**src/rtl/mem_bist32_pkg.sv**
```systemverilog
// rtl/mem_bist32_pkg.sv - shared types, constants and pattern helper for mem_bist32
package mem_bist32_pkg;

    typedef enum logic [2:0] {
        S_IDLE = 3'd0,
        S_WR0  = 3'd1,
        S_RD0  = 3'd2,
        S_DRN0 = 3'd3,
        S_WR1  = 3'd4,
        S_RD1  = 3'd5,
        S_DRN1 = 3'd6,
        S_DONE = 3'd7
    } state_t;

    localparam logic [3:0] BMSK_ALL = 4'b1111;

    // Address-derived pattern: upper half is the complement of the lower half,
    // so every bit of the word toggles between the two passes.
    function automatic logic [31:0] pat(input logic [15:0] a16, input logic inv);
        logic [31:0] p;
        p = {~a16, a16};
        return inv ? ~p : p;
    endfunction

endpackage

```
**src/rtl/mem_bist32_chk.sv**
```systemverilog
// rtl/mem_bist32_chk.sv - read-compare pipeline, saturating error counter, first-fail capture
module mem_bist32_chk #(
    parameter int ASZ = 15,
    parameter int DSZ = 32,
    parameter int ECW = 16
) (
    input  logic           clk,
    input  logic           rst_n,
    input  logic           clr,
    input  logic           valid,
    input  logic [ASZ-1:0] addr,
    input  logic [DSZ-1:0] exp,
    input  logic [DSZ-1:0] vo,
    output logic [ECW-1:0] err_cnt,
    output logic           fail,
    output logic [ASZ-1:0] fail_addr,
    output logic [DSZ-1:0] fail_exp,
    output logic [DSZ-1:0] fail_got
);

    localparam logic [ECW-1:0] ERR_MAX = '1;

    logic           v_q;
    logic [ASZ-1:0] a_q;
    logic [DSZ-1:0] e_q;
    logic           mismatch;

    // Read data arrives one cycle after the address, so compare against the registered expectation.
    assign mismatch = v_q && (vo != e_q);

    // Pipeline stage plus error bookkeeping; only the first mismatch of a run is captured.
    always_ff @(posedge clk or negedge rst_n) begin
        if (!rst_n) begin
            v_q       <= 1'b0;
            a_q       <= '0;
            e_q       <= '0;
            err_cnt   <= '0;
            fail      <= 1'b0;
            fail_addr <= '0;
            fail_exp  <= '0;
            fail_got  <= '0;
        end else if (clr) begin
            v_q       <= 1'b0;
            err_cnt   <= '0;
            fail      <= 1'b0;
            fail_addr <= '0;
            fail_exp  <= '0;
            fail_got  <= '0;
        end else begin
            v_q <= valid;
            a_q <= addr;
            e_q <= exp;
            if (mismatch) begin
                if (err_cnt != ERR_MAX) begin
                    err_cnt <= err_cnt + 1'b1;
                end
                if (!fail) begin
                    fail      <= 1'b1;
                    fail_addr <= a_q;
                    fail_exp  <= e_q;
                    fail_got  <= vo;
                end
            end
        end
    end

endmodule

```
**src/rtl/mem_bist32.sv**
```systemverilog
// rtl/mem_bist32.sv - iBus32 memory self-test initiator: FSM, address counter, bus drive
module mem_bist32
    import mem_bist32_pkg::*;
#(
    parameter int ASZ = 15,
    parameter int DSZ = 32,
    parameter int ECW = 16
) (
    input  logic           clk,
    input  logic           rst_n,
    input  logic           start,
    input  logic           abort,
    input  logic [ASZ-1:0] addr_lo,
    input  logic [ASZ-1:0] addr_hi,
    output logic [ASZ-1:0] ai,
    output logic           we,
    output logic [DSZ-1:0] vi,
    output logic [3:0]     bmsk,
    input  logic [DSZ-1:0] vo,
    output logic           busy,
    output logic           done,
    output logic           fail,
    output logic [ECW-1:0] err_cnt,
    output logic [ASZ-1:0] fail_addr,
    output logic [DSZ-1:0] fail_exp,
    output logic [DSZ-1:0] fail_got
);

    state_t         state;
    state_t         state_nx;
    logic [ASZ-1:0] lo_q;
    logic [ASZ-1:0] hi_q;
    logic           accept;
    logic           range_ok;
    logic           at_hi;
    logic           rd_valid;
    logic [DSZ-1:0] rd_exp;

    assign accept   = (state == S_IDLE) && start && !abort;
    assign range_ok = (addr_lo <= addr_hi);
    // Equality, not carry, ends each sweep so addr_hi at the top of memory never wraps.
    assign at_hi    = (ai == hi_q);
    assign rd_valid = ((state == S_RD0) || (state == S_RD1)) && !abort;
    assign rd_exp   = DSZ'(pat(16'(ai), state == S_RD1));
    assign bmsk     = BMSK_ALL;

    // State register; reset forces IDLE immediately so we drops without a clock.
    always_ff @(posedge clk or negedge rst_n) begin
        if (!rst_n) begin
            state <= S_IDLE;
        end else begin
            state <= state_nx;
        end
    end

    // Next-state: write sweep, read sweep, one drain cycle, per pass; abort returns to IDLE.
    always_comb begin
        state_nx = state;
        if (state == S_IDLE) begin
            if (accept) begin
                state_nx = range_ok ? S_WR0 : S_DONE;
            end
        end else if (abort) begin
            state_nx = S_IDLE;
        end else begin
            case (state)
                S_WR0:   if (at_hi) state_nx = S_RD0;
                S_RD0:   if (at_hi) state_nx = S_DRN0;
                S_DRN0:  state_nx = S_WR1;
                S_WR1:   if (at_hi) state_nx = S_RD1;
                S_RD1:   if (at_hi) state_nx = S_DRN1;
                S_DRN1:  state_nx = S_DONE;
                S_DONE:  state_nx = S_IDLE;
                default: state_nx = S_IDLE;
            endcase
        end
    end

    // Bus and status outputs decoded from state.
    always_comb begin
        we   = (state == S_WR0) || (state == S_WR1);
        vi   = '0;
        if (we) begin
            vi = DSZ'(pat(16'(ai), state == S_WR1));
        end
        busy = (state != S_IDLE) && (state != S_DONE);
        done = (state == S_DONE);
    end

    // Range latch and address counter; address holds at addr_hi through the drain cycle.
    always_ff @(posedge clk or negedge rst_n) begin
        if (!rst_n) begin
            ai   <= '0;
            lo_q <= '0;
            hi_q <= '0;
        end else begin
            case (state)
                S_IDLE: begin
                    if (accept) begin
                        lo_q <= addr_lo;
                        hi_q <= addr_hi;
                        if (range_ok) begin
                            ai <= addr_lo;
                        end
                    end
                end
                S_WR0, S_WR1: begin
                    if (!abort) begin
                        ai <= at_hi ? lo_q : ai + 1'b1;
                    end
                end
                S_RD0, S_RD1: begin
                    if (!abort && !at_hi) begin
                        ai <= ai + 1'b1;
                    end
                end
                S_DRN0: begin
                    if (!abort) begin
                        ai <= lo_q;
                    end
                end
                default: ;
            endcase
        end
    end

    mem_bist32_chk #(
        .ASZ (ASZ),
        .DSZ (DSZ),
        .ECW (ECW)
    ) u_chk (
        .clk       (clk),
        .rst_n     (rst_n),
        .clr       (accept),
        .valid     (rd_valid),
        .addr      (ai),
        .exp       (rd_exp),
        .vo        (vo),
        .err_cnt   (err_cnt),
        .fail      (fail),
        .fail_addr (fail_addr),
        .fail_exp  (fail_exp),
        .fail_got  (fail_got)
    );

endmodule

```
**config.mk**
```make
export PLATFORM = sky130hd
export DESIGN_NAME = mem_bist32
export DESIGN_NICKNAME = d
export VERILOG_FILES = /design/src/rtl/mem_bist32_pkg.sv /design/src/rtl/mem_bist32_chk.sv /design/src/rtl/mem_bist32.sv
export SDC_FILE = /design/constraint.sdc
export NUM_CORES = 1
export LEC_CHECK = 0
export CAP_MARGIN = 20
export CORE_ASPECT_RATIO = 0.6
export CORE_MARGIN = 4
export CORE_UTILIZATION = 51
export CTS_CLUSTER_SIZE = 30
export DETAILED_ROUTE_END_ITERATION = 8
export GPL_TIMING_DRIVEN = 1
export HOLD_SLACK_MARGIN = 0.1
export PLACE_DENSITY = 0.8
export RECOVER_POWER = 25
export SLEW_MARGIN = 20
export SYNTH_ARGS = -nofsm -noshare
export SYNTH_HDL_FRONTEND = slang
export SYNTH_SLANG_ARGS = --single-unit
```
**constraint.sdc**
```tcl
create_clock -name clk -period 3.3 [get_ports clk]
set_input_delay 0.495 -clock clk [delete_from_list [all_inputs] [get_ports clk]]
set_output_delay 0.495 -clock clk [all_outputs]
set_load 0.02 [all_outputs]
```
Yosys cells after proc, flatten, opt, wreduce, memory -nomap -nowiden
Index checks and enable logic that the tools add are counted.

Logic and storage cells: 94. Output and inout bits: 150. Register bits after elaboration: 192.

Reductions and logical operators: 22. Muxes and demuxes: 34. Add/sub/neg operators: 2. Bitwise operators: 2. Equality and inequality tests: 21. $lt $le $gt $ge: 1.

Operators by type and width (count): $mux W32 (9); $mux W15 (9); $pmux W15 S4 (1); $mux W16 (3); $ne A32 B32 Y1 (1); $not A32 Y32 (1); $mux W3 (8); $pmux W3 S6 (1); $add A16 B1 Y16 const B (1); $ne A16 B16 Y1 const B (1); $ne A4 B4 Y1 const B (4); $not A15 Y16 (1); $add A15 B1 Y15 const B (1); $eq A15 B15 Y1 (1); $le A15 B15 Y1 (1); $eq A3 B3 Y1 const B (4); $ne A2 B2 Y1 const B (6); $eq A3 B2 Y1 const B (2); $logic_and A1 B1 Y1 (6); $reduce_and A2 Y1 (3); $reduce_and A6 Y1 (1); $reduce_and A5 Y1 (1); $reduce_bool A2 Y1 (2); $reduce_bool A4 Y1 (1); 8 further kinds (13).

Depth between registers and ports, before layout
Depth in word-level cells: 5. Gate-level depth with buffers: 11. Depth with buffers taken out: 9.

Modules after synthesis
Synthesis repeated with hierarchy kept, for this count alone.

Cells, all modules: 1028. Area, all modules: 10193.5 um2.

By module, submodules not included: mem_bist32_chk (area an instance 6203.4 um2, cells an instance 594, instances 1); mem_bist32 (area an instance 3990.1 um2, cells an instance 434, instances 1).

Worst setup path after synthesis
OpenSTA, ideal clock, no wires.

Path type: reg-to-reg. From: reg state[0]. To: reg ai[7]. Period minus slack after synthesis: 2.380 ns. Stages on the path, launching flop included: 11. Data arrival time: 2.255 ns. Path slack: 0.920 ns. Cells stage by stage: dfrtp_1 -> ha_1 -> buf_4 -> mux2_4 -> o21a_1 -> a21oi_2 -> o221ai_2 -> or2_1 -> buf_6 -> buf_6 -> mux2_4.

Cells in the longest elaborated chain, start to end: 5.

Ends and longest elaborated chain: start, declared (RTL line mem_bist32.sv:29) `state_t state;`; start signal, assigned (RTL line mem_bist32.sv:52) `state <= state_nx;`; $logic_not A3 Y1 (RTL line mem_bist32.sv:39, mem_bist32.sv:97); $logic_and A1 B1 Y1 (2 in series) (RTL line mem_bist32.sv:39) `assign accept = (state == S_IDLE) && start && !abort;`; $ne A2 B2 Y1 (no line); $reduce_and A6 Y1 (no line); end signal, assigned (RTL line mem_bist32.sv:103) `ai <= addr_lo;`; end signal, assigned (RTL line mem_bist32.sv:109) `ai <= at_hi ? lo_q : ai + 1'b1;`; end signal, assigned (RTL line mem_bist32.sv:114) `ai <= ai + 1'b1;`; end, declared (RTL line mem_bist32.sv:15) `output logic [ASZ-1:0] ai,`.

Several ways; a longest one is shown, not always the timed one. A chain may end at the register's enable or synchronous reset.

Final worst setup path
From: reg state[0]. To: out we.

Cells in the longest elaborated chain, start to end: 2.

Ends and longest elaborated chain: $eq A3 B1 Y1 or $eq A3 B3 Y1 (tied branches) (RTL line mem_bist32.sv:81) `we = (state == S_WR0) || (state == S_WR1);`; $logic_or A1 B1 Y1 * (RTL line mem_bist32.sv:81); end, declared (RTL line mem_bist32.sv:16) `output logic we,`.

Mark *: on every way between the ends. The rest lies on a longest branch, timed or not.

==> metrics.txt <==
# TYPE chip_impl_metric gauge
chip_impl_metric{name="detailed_router_iteration_count_before_antenna_repair",unit=""} 6
chip_impl_metric{name="num_antenna_cells",unit=""} 0
chip_impl_metric{name="global_route_wire_length_before_repair",unit="um"} 46400
chip_impl_info{name="clk_root_buffer_cell",value="clkbuf_16"} 1
chip_impl_metric{name="clock_tree.buffer_depth",unit=""} 2
chip_impl_metric{name="area_growth_syn_to_layout",unit="%"} 30.9
chip_impl_metric{name="via_count_of_the_first_global_routing_pass",unit=""} 8396
chip_impl_info{name="crit_path_end_kind",value="primary output"} 1
chip_impl_metric{name="multi_input_comb_area",unit="sq um"} 4600
chip_impl_metric{name="worstPathArrival",unit="ns"} 2.65
chip_impl_metric{name="post_synth_num_cell_types",unit=""} 50
chip_impl_metric{name="antenna_found_initial",unit=""} 0
chip_impl_metric{name="routed-via-count",unit=""} 8443
chip_impl_metric{name="finish.utilization",unit="%"} 69.5
chip_impl_metric{name="fin_total_pwr",unit="mW"} 12.6
chip_impl_metric{name="synthesis_stage_register_bit_count",unit=""} 192
chip_impl_metric{name="gp_congestion",unit=""} 0.936
chip_impl_metric{name="io_pins",unit=""} 216
chip_impl_metric{name="finalSetupTns",unit="ns"} 0
chip_impl_info{name="grt_setup_unrepaired",value="false"} 1
chip_impl_metric{name="final_antenna_net_count",unit=""} 0
chip_impl_metric{name="clkSinkCount",unit=""} 192
chip_impl_metric{name="drc_errors",unit=""} 0
chip_impl_metric{name="crit_fanout",unit=""} 17
chip_impl_metric{name="worst_pin_slew",unit="ns"} 1.87
chip_impl_info{name="startpoint_type",value="flop"} 1
chip_impl_metric{name="grt.overflow.total",unit=""} 0
chip_impl_metric{name="power_leakage",unit="nW"} 6.34
chip_impl_metric{name="io_buffers",unit=""} 211
chip_impl_info{name="failed_checks",value="max-capacitance violations, max-slew violations"} 1
chip_impl_metric{name="core_region_area",unit="sq um"} 18500
chip_impl_info{name="outcome",value="complete, but fails checks"} 1
chip_impl_metric{name="worst_clock_skew",unit="ns"} 0.0197
chip_impl_metric{name="route.final.wire_length",unit="um"} 29200
chip_impl_metric{name="drive_above_1_share",unit="%"} 7.10
chip_impl_metric{name="post_drt_wl_per_cell",unit="um"} 19.5
chip_impl_info{name="cts_tree",value="yes"} 1
chip_impl_metric{name="timing.final.hold_violations",unit=""} 0
chip_impl_metric{name="synthesized_netlist_cell_count",unit=""} 1044
chip_impl_metric{name="die_area",unit="sq um"} 21600
chip_impl_metric{name="nets",unit=""} 1328
chip_impl_metric{name="tritoncts.num_buffers",unit=""} 17
chip_impl_metric{name="n_fill_cell",unit=""} 1396
chip_impl_metric{name="via_per_inst",unit=""} 5.65
chip_impl_metric{name="dp_hpwl",unit="um"} 21300
chip_impl_info{name="layout_common_cells",value="210 x clkdlybuf4s50_1, 202 x nand2_1, 191 x dfrtp_1"} 1
chip_impl_metric{name="fin_cells",unit=""} 1494
chip_impl_metric{name="final_period_minus_worst_setup_slack",unit="ns"} 3.14
chip_impl_metric{name="die_x",unit="um"} 187
chip_impl_metric{name="starting_density_of_the_core",unit="%"} 53.1
chip_impl_metric{name="drv_slew",unit=""} 34
chip_impl_metric{name="synth_area",unit="sq um"} 9820
chip_impl_metric{name="floorplan.rows",unit=""} 38
chip_impl_info{name="min_path_type",value="flop to flop"} 1
chip_impl_metric{name="cap_violations",unit=""} 1
chip_impl_metric{name="power.density",unit="nW/um^2"} 984
chip_impl_metric{name="placed_cells",unit=""} 1461
chip_impl_metric{name="synthArstFlopShare",unit="%"} 100
chip_impl_metric{name="layout.area.seq",unit="sq um"} 4810
chip_impl_metric{name="number_of_synthesized_flops_with_an_enable_pin",unit=""} 0
chip_impl_metric{name="vdd_ir_drop_max",unit="V"} 0.000645
chip_impl_info{name="postSynth.topFlopCell",value="dfrtp_1"} 1
chip_impl_metric{name="clk_pin_slew",unit="ns"} 0.07
chip_impl_info{name="final_common_cell",value="clkdlybuf4s50_1"} 1
chip_impl_metric{name="yosysWarnings",unit=""} 0
chip_impl_metric{name="post-cts-setup-buffer-count",unit=""} 0
chip_impl_metric{name="worst_ep_required_time",unit="ns"} 2.80
chip_impl_metric{name="grt_max_degree",unit=""} 84
chip_impl_metric{name="timing.final.crit_share",unit="%"} 95.2
chip_impl_metric{name="clock_latency",unit="ns"} 0.43
chip_impl_metric{name="chipHeight",unit="um"} 115
chip_impl_metric{name="relSlewSlack",unit="%"} -24.8
chip_impl_metric{name="max_freq",unit="GHz"} 0.318
chip_impl_metric{name="detailedRoute.firstIterationViolations",unit=""} 755
chip_impl_metric{name="global_route.usage.total",unit="%"} 27.2
chip_impl_metric{name="ctsHtreeMaxLevel",unit=""} 4
chip_impl_info{name="critical_path_class",value="flop to primary output"} 1
chip_impl_metric{name="synthesized_area_per_cell",unit="sq um"} 9.41
chip_impl_metric{name="part_of_the_yosys_area_used_for_sequential_elements",unit="%"} 48.9
chip_impl_metric{name="finalSetupViolCount",unit=""} 0
## kinds of logic after synthesis
kind of cell,after synthesis,share of synthesized area (%)
buffers and inverters,101,4.59
adder cells (fa/ha/maj),21,2.68
other,1,0.0382
XOR/XNOR,75,6.69
AO/OA/AOI/OAI,166,10.3
flip-flops,192,48.9
AND/OR/NAND/NOR,396,17.2
multiplexers,92,9.54
## sequential cells by signal (all words and copies together) (netlist names)
name and count:
u_chk.fail_exp 32, u_chk.a_q 15, hi_q 15, u_chk.fail_addr 15
u_chk.v_q 1, u_chk.fail 1, u_chk.e_q 32, lo_q 15
u_chk.fail_got 32, u_chk.err_cnt 16, ai 15, state 3
## cell type report
class                   instances  area share (%)
clock buffers                  18            3.34
repair buffers                250            19.2
well taps                     240            2.34
clock inverters                14            1.12
flip-flops and latches        192            37.4
inverters                      26           0.818
multi-input cells             754            35.8
## stage by stage
stage	cell area, sq um	hold slack, ns	worst slack (ns)
floorplan	9830	0.199	0.920
global placement	12300	0.419	0.393
detailed placement	12300	0.418	0.289
CTS	12900	0.472	0.0120
global route	12900	0.493	0.0103
finish	12900	0.468	0.159
## worst max-delay path, cell delays in order, from the launching register on
cell	delay, ns
dfrtp_1	0.43
inv_1	0.10
ha_1	0.30
nand2_1	0.17
clkinvlp_4	0.28
nor2_4	0.29
inv_1	0.11
clkdlybuf4s50_1	0.55
## synth_stat cells (13+ instances only)
cell      instances  share of area, %
dfrtp_1         192                49
inv_1            24              0.92
o21a_1           18               1.4
o21ai_0          80               4.1
nand2_1         202               7.7
nand4_1          16               1.0
nor2_1          109               4.2
nor4_1           13              0.83
a21oi_1          25               1.3
mux2i_1          85               8.7
xor2_1           66               5.9
clkbuf_1         40               1.5
buf_2            18              0.92
ha_1             21               2.7
## final timing paths
check,start,endpoint,slack (ns),depth (start not counted)
setup / recovery,state[0]$_DFFE_PN0P_,we,0.16,7
hold / removal,u_chk.a_q[2]$_DFFE_PN0N_,u_chk.a_q[2]$_DFFE_PN0N_,0.47,2
setup reg to reg,ai[4]$_DFFE_PN0P_,ai[1]$_DFFE_PN0P_,0.51,8
hold reg to reg,u_chk.a_q[2]$_DFFE_PN0N_,u_chk.a_q[2]$_DFFE_PN0N_,0.47,2
max in group asynchronous,rst_n,u_chk.fail_exp[18]$_DFFE_PN0P_,0.51,3
min in group asynchronous,rst_n,u_chk.err_cnt[12]$_DFFE_PN0P_,1.12,2
## layer usage
metal  wire [um]  share of wire, %  global-route usage, %
met4         442               1.5                   6.20
met3        2860               9.8                   8.67
met2       12400                42                   39.5
met1       13500                46                   40.1
met5           0                 0                      0
## report_power, final
group	switching, mW	internal (mW)
Clock	1.01	1.01
Combinational	3.74	2.81
Sequential	0.800	3.28
Total	5.54	7.10
## timing repair
item / CTS / global route
resized for setup: 1 / 3
pin swaps: 0 / 1
hold endpoints to repair: 30 / 0
setup endpoints to repair: 1 / 9
hold buffers: 1 / 0
(Power assumes the default switching activity.)
